**src/rtl/coa_bus_pkg.sv**
```systemverilog
// Shared definitions for the register-transfer bus: FSM encodings, bus width, index-width helper.
package coa_bus_pkg;

    localparam int BUS_W = 16;

    typedef enum logic [1:0] {
        IDLE  = 2'd0,
        DRIVE = 2'd1,
        LOAD  = 2'd2,
        ACK   = 2'd3
    } xfer_state_e;

    // Minimum index width for v items, evaluable at elaboration time.
    function automatic int clog2(input int v);
        int r;
        r = 0;
        for (int i = 0; i < 31; i++) begin
            if ((1 << i) < v) r = i + 1;
        end
        return r;
    endfunction

endpackage

```
**src/rtl/bus_xfer_arbiter_rr_pick.sv**
```systemverilog
// Combinational round-robin picker: first set req bit searching upward from ptr+1, with wrap.
// Zero latency; any=0 when no request is pending.
module rr_pick #(
    parameter int N    = 4,
    parameter int IDXW = 2
) (
    input  logic [N-1:0]    req,
    input  logic [IDXW-1:0] ptr,
    output logic [IDXW-1:0] grant_idx,
    output logic            any
);

    logic [IDXW-1:0] idx;

    always_comb begin
        grant_idx = '0;
        any       = 1'b0;
        idx       = ptr;
        for (int k = 0; k < N; k++) begin
            // Explicit wrap so non-power-of-two N never indexes past N-1.
            idx = (idx == IDXW'(N - 1)) ? '0 : idx + 1'b1;
            if (!any && req[idx]) begin
                any       = 1'b1;
                grant_idx = idx;
            end
        end
    end

endmodule

```
**src/rtl/bus_xfer_arbiter.sv**
```systemverilog
// Round-robin sequencer for register-to-register transfers on the shared bus (DRIVE, LOAD, ACK).
// Grant to first t_en is one cycle; ack three cycles after grant, or one cycle for a rejected request.
module bus_xfer_arbiter
    import coa_bus_pkg::*;
#(
    parameter  int N    = 4,
    localparam int IDXW = clog2(N)
) (
    input  logic                clk,
    input  logic                reset,
    input  logic [N-1:0]        req,
    input  logic [N*IDXW-1:0]   dst,
    output logic [N-1:0]        t_en,
    output logic [N-1:0]        l_en,
    output logic [N-1:0]        ack,
    output logic                err,
    output logic                busy
);

    localparam logic [IDXW:0] N_W = (IDXW + 1)'(N);

    xfer_state_e     state_q, state_d;
    logic [IDXW-1:0] src_q, src_d;
    logic [IDXW-1:0] d_q, d_d;
    logic            rej_q, rej_d;
    logic [IDXW-1:0] ptr_q, ptr_d;

    logic [N-1:0]    t_en_q, t_en_d;
    logic [N-1:0]    l_en_q, l_en_d;
    logic [N-1:0]    ack_q, ack_d;
    logic            err_q, err_d;
    logic            busy_q, busy_d;

    logic [IDXW-1:0] grant_idx;
    logic            any;
    logic [IDXW-1:0] dsel;
    logic [N-1:0]    src_oh, d_oh;

    rr_pick #(
        .N    (N),
        .IDXW (IDXW)
    ) u_rr_pick (
        .req       (req),
        .ptr       (ptr_q),
        .grant_idx (grant_idx),
        .any       (any)
    );

    always_comb begin
        dsel = '0;
        for (int i = 0; i < N; i++) begin
            if (grant_idx == IDXW'(i)) dsel = dst[i*IDXW +: IDXW];
        end
    end

    always_comb begin
        state_d = state_q;
        src_d   = src_q;
        d_d     = d_q;
        rej_d   = rej_q;
        ptr_d   = ptr_q;
        case (state_q)
            IDLE: begin
                if (any) begin
                    src_d   = grant_idx;
                    d_d     = dsel;
                    rej_d   = (dsel == grant_idx) || ({1'b0, dsel} >= N_W);
                    state_d = rej_d ? ACK : DRIVE;
                end
            end
            DRIVE:   state_d = LOAD;
            LOAD:    state_d = ACK;
            ACK: begin
                ptr_d   = src_q;
                state_d = IDLE;
            end
            default: state_d = IDLE;
        endcase
    end

    // Outputs decode the next state so every strobe leaves a flop in the cycle it applies to.
    always_comb begin
        src_oh = '0;
        d_oh   = '0;
        for (int i = 0; i < N; i++) begin
            src_oh[i] = (src_d == IDXW'(i));
            d_oh[i]   = (d_d == IDXW'(i));
        end
        t_en_d = (state_d == DRIVE || state_d == LOAD) ? src_oh : '0;
        l_en_d = (state_d == LOAD) ? d_oh : '0;
        ack_d  = (state_d == ACK) ? src_oh : '0;
        err_d  = (state_d == ACK) && rej_d;
        busy_d = (state_d != IDLE);
    end

    always_ff @(posedge clk or negedge reset) begin
        if (!reset) begin
            state_q <= IDLE;
            src_q   <= '0;
            d_q     <= '0;
            rej_q   <= 1'b0;
            ptr_q   <= IDXW'(N - 1);
            t_en_q  <= '0;
            l_en_q  <= '0;
            ack_q   <= '0;
            err_q   <= 1'b0;
            busy_q  <= 1'b0;
        end else begin
            state_q <= state_d;
            src_q   <= src_d;
            d_q     <= d_d;
            rej_q   <= rej_d;
            ptr_q   <= ptr_d;
            t_en_q  <= t_en_d;
            l_en_q  <= l_en_d;
            ack_q   <= ack_d;
            err_q   <= err_d;
            busy_q  <= busy_d;
        end
    end

    assign t_en = t_en_q;
    assign l_en = l_en_q;
    assign ack  = ack_q;
    assign err  = err_q;
    assign busy = busy_q;

endmodule
```
**config.mk**
```make
export PLATFORM = sky130hd
export DESIGN_NAME = bus_xfer_arbiter
export DESIGN_NICKNAME = d
export VERILOG_FILES = /design/src/rtl/coa_bus_pkg.sv /design/src/rtl/bus_xfer_arbiter_rr_pick.sv /design/src/rtl/bus_xfer_arbiter.sv
export SDC_FILE = /design/constraint.sdc
export NUM_CORES = 1
export LEC_CHECK = 0
export ABC_CLOCK_PERIOD_IN_PS = 4300
export BUFFER_PORTS_ARGS = -buffer_cell sky130_fd_sc_hd__buf_2
export CAP_MARGIN = 20
export CORE_MARGIN = 1
export CORE_UTILIZATION = 35
export DETAILED_ROUTE_END_ITERATION = 8
export GPL_ROUTABILITY_DRIVEN = 0
export MAX_ROUTING_LAYER = met4
export PLACE_DENSITY = 0.68
export SYNTH_ARGS = -nofsm -noshare
export SYNTH_HDL_FRONTEND = slang
export SYNTH_SLANG_ARGS = --single-unit
```
**constraint.sdc**
```tcl
create_clock -name clk -period 4.3 [get_ports clk]
set_input_delay 0.645 -clock clk [delete_from_list [all_inputs] [get_ports clk]]
set_output_delay 0.645 -clock clk [all_outputs]
set_load 0.005 [all_outputs]
```
==> results.cfg <==
[global_route]
pin_count_of_the_biggest_net_entering_global_routing = 24
grt_antenna_before_repair = 0
first_pass_grt_wire_length_um = 3560
globalRouteOverflowTotal = 0
global_route.usage.total = 0.141
first_global_vias = 839

[timing]
slew_violations = 0
max_freq_mhz = 363
fin_crit_ps = 2760
worstMarginPinSlew_ps = 495
min_period_over_period = 0.641
timing.final.setup_violations = 0
slew_headroom = 0.670
skew_ps = 6.35
rsz0062_at_grt = no
hold_viol = 0
finalSetupTns_ps = 0

[critical_path]
crit_path_max_fanout = 7
worstSetupStartpointType = flop
rr_worst_depth = 10
setup.worst_path.class = flop to flop
worst-endpoint-arrival_ps = 2950
critical_path_required_time_ps = 4500
timing.critical_path.to_type = flop

[floorplanning]
floorplan.rows = 20
die_width_um = 59.6
initial_cell_density_of_the_core = 0.374
io-pin-count = 28
dieArea_mm2 = 0.00355
fp.coreArea_mm2 = 0.00310
floorplan.die.height_um = 59.6

[cells_and_area]
final_net_count = 162
antenna_cells_inserted = 0
drive_gt1_frac = 0.295
commonest_cells_after_routing_fill_and_taps_aside = buf_2 (27), dfrtp_1 (21), nor2_1 (15), nand2_1 (9), ha_1 (8)
design_area_mm2 = 0.00137
area.growth.synth_to_final_pct = 17.8
final_common_cell = buf_2

[pwr]
internal-power_uw = 591
combinationalPowerShare = 0.555
cellPowerDensity_mw_per_mm2 = 740
total_switching_power_uw = 421
leakage_power_uw = 0.000722
switching_share = 0.416
pwr-share-seq = 0.348
ir_drop_v = 0.000183
power_frac_clock = 0.097

[clocking]
cts_buffers = 3
cts-htree-levels = 1
postCtsHoldBufs = 0
cts_setup_buffers = 0
sinks_on_the_clock_net = 23
post_cts_resized = 0
insertion_delay_ps = 310
max_clock_buf_depth = 2
cts.root.buffer_cell = clkbuf_4
cts.clk_slew.worst_paths_ps = 130
tritoncts_clock_tree = built

[routing]
detailedRoute.firstPassIterationCount = 4
detail_route.wirelength_um = 2250
viasPerCell = 4.87
detailroute.via_count = 891
routedWlPerCell_um = 12.3
final_antenna_net_count = 0
detailed_route_iter0_violations = 48
remaining_drc_errors = 0

[synthesis]
synthFlopType = dfrtp_1
synth_nets = 131
ys_async_sr_fraction = 1.00
synth.top_cells.by_area = dfrtp_1 (45%), ha_1 (8.6%), nor2_1 (4.8%)
synth-edff-count = 0
synth_warnings = 0
synth_largest_type_area_fraction = 0.453
yosys.area.top_type = dfrtp_1
syn-instance-count = 109
synthesis_stage_register_bit_count = 23
synthesis.area_per_instance_um2 = 10.7
synth_area_mm2 = 0.00116
part_of_the_yosys_area_used_for_sequential_elements = 0.498
post_synth_num_cell_types = 37

[job]
drv_cap = 0

[outcome]
run_status = finished, final reports clean

[min_path]
holdCritPathClass = input port to async pin

[place]
detailedPlacementHpwl_um = 1760
dpl-instance-area_mm2 = 0.00134
placement.io_buffers = 27
worst max-delay path, cell delays in order (launching register included):
cell and delay (ps):
dfstp_2 600, ha_1 300, nor4_1 290, o32a_1 340, mux2i_1 260, o2bb2ai_1 160, a21oi_1 80, o21a_1 200
ha_1 280, nand2_1 80, nor2_1 40
layer usage:
layer	wire length (um)	vias up	track usage
met5	0	-	-
met2	1220	17	0.257
li1	-	439	-
met4	0	0	0.0498
met1	971	435	0.151
met3	62	0	0.0262
path summary, 6_finish.rpt:
| check | to | slack [ps] | from |
|---|---|---|---|
| max | t_en[3]$_DFF_PN0_ | 1540 | ptr_q[0]$_DFFE_PN1N_ |
| min | l_en[1]$_DFF_PN0_ | 280 | reset |
| max reg2reg | t_en[3]$_DFF_PN0_ | 1540 | ptr_q[0]$_DFFE_PN1N_ |
| min reg2reg | rej_q$_DFF_PN0_ | 520 | rej_q$_DFF_PN0_ |
| max in group asynchronous | ptr_q[0]$_DFFE_PN1N_ | 3660 | reset |
| min in group clk | rej_q$_DFF_PN0_ | 520 | rej_q$_DFF_PN0_ |
state kept, by name (all words and copies together), names as in the netlist:
signal	cells
t_en	4
rej_q	1
err	1
state_q	2
busy	1
ack	4
src_q	2
ptr_q	2
l_en	4
d_q	2
Yosys cell counts (2+ instances only):
master / instances
and2_1: 2
dfrtp_1: 21
a21oi_1: 2
and3_1: 4
nor3_1: 2
dfstp_2: 2
mux2_2: 3
mux2i_1: 5
inv_1: 6
ha_1: 8
inv_2: 2
nor2_1: 15
nand2_1: 9
o21a_1: 2
nand2b_1: 4
kinds of logic (layout without fill, tap and decap cells):
logic type	Yosys count	after routing	synth area share
AND/OR/NAND/NOR	41	41	0.172
flip-flops	23	23	0.498
AO/OA/AOI/OAI	18	18	0.120
buffers and inverters	10	40	0.0388
multiplexers	9	9	0.0851
adder cells (fa/ha/maj)	8	8	0.0862
through the flow:
step	util	hold WS (ps)	power (uW)	setup slack, ps	cells
floorplan	-	349	775	1850	109
global placement	0.432	489	900	1660	179
detailed placement	0.432	487	921	1570	179
CTS	0.441	287	1020	1560	183
global route	0.441	318	1100	1310	183
finish	0.441	277	1010	1540	183
area by class of cell:
class	instances	area [um2]
clock buffers	3	22.5
clock inverters	1	5.00
fillers	312	1740
inverters	9	33.8
multi-input cells	76	538
flip-flops and latches	23	578
well taps	44	55.1
repair buffers	27	135
power by group through the flow:
stage	clock network [uW]	logic, uW	registers (uW)
floorplan	0	419	355
global placement	0	546	354
detailed placement	0	563	358
CTS	101	565	353
global route	107	630	361
finish	97.9	562	352
Power figures use the tool's default switching activity.
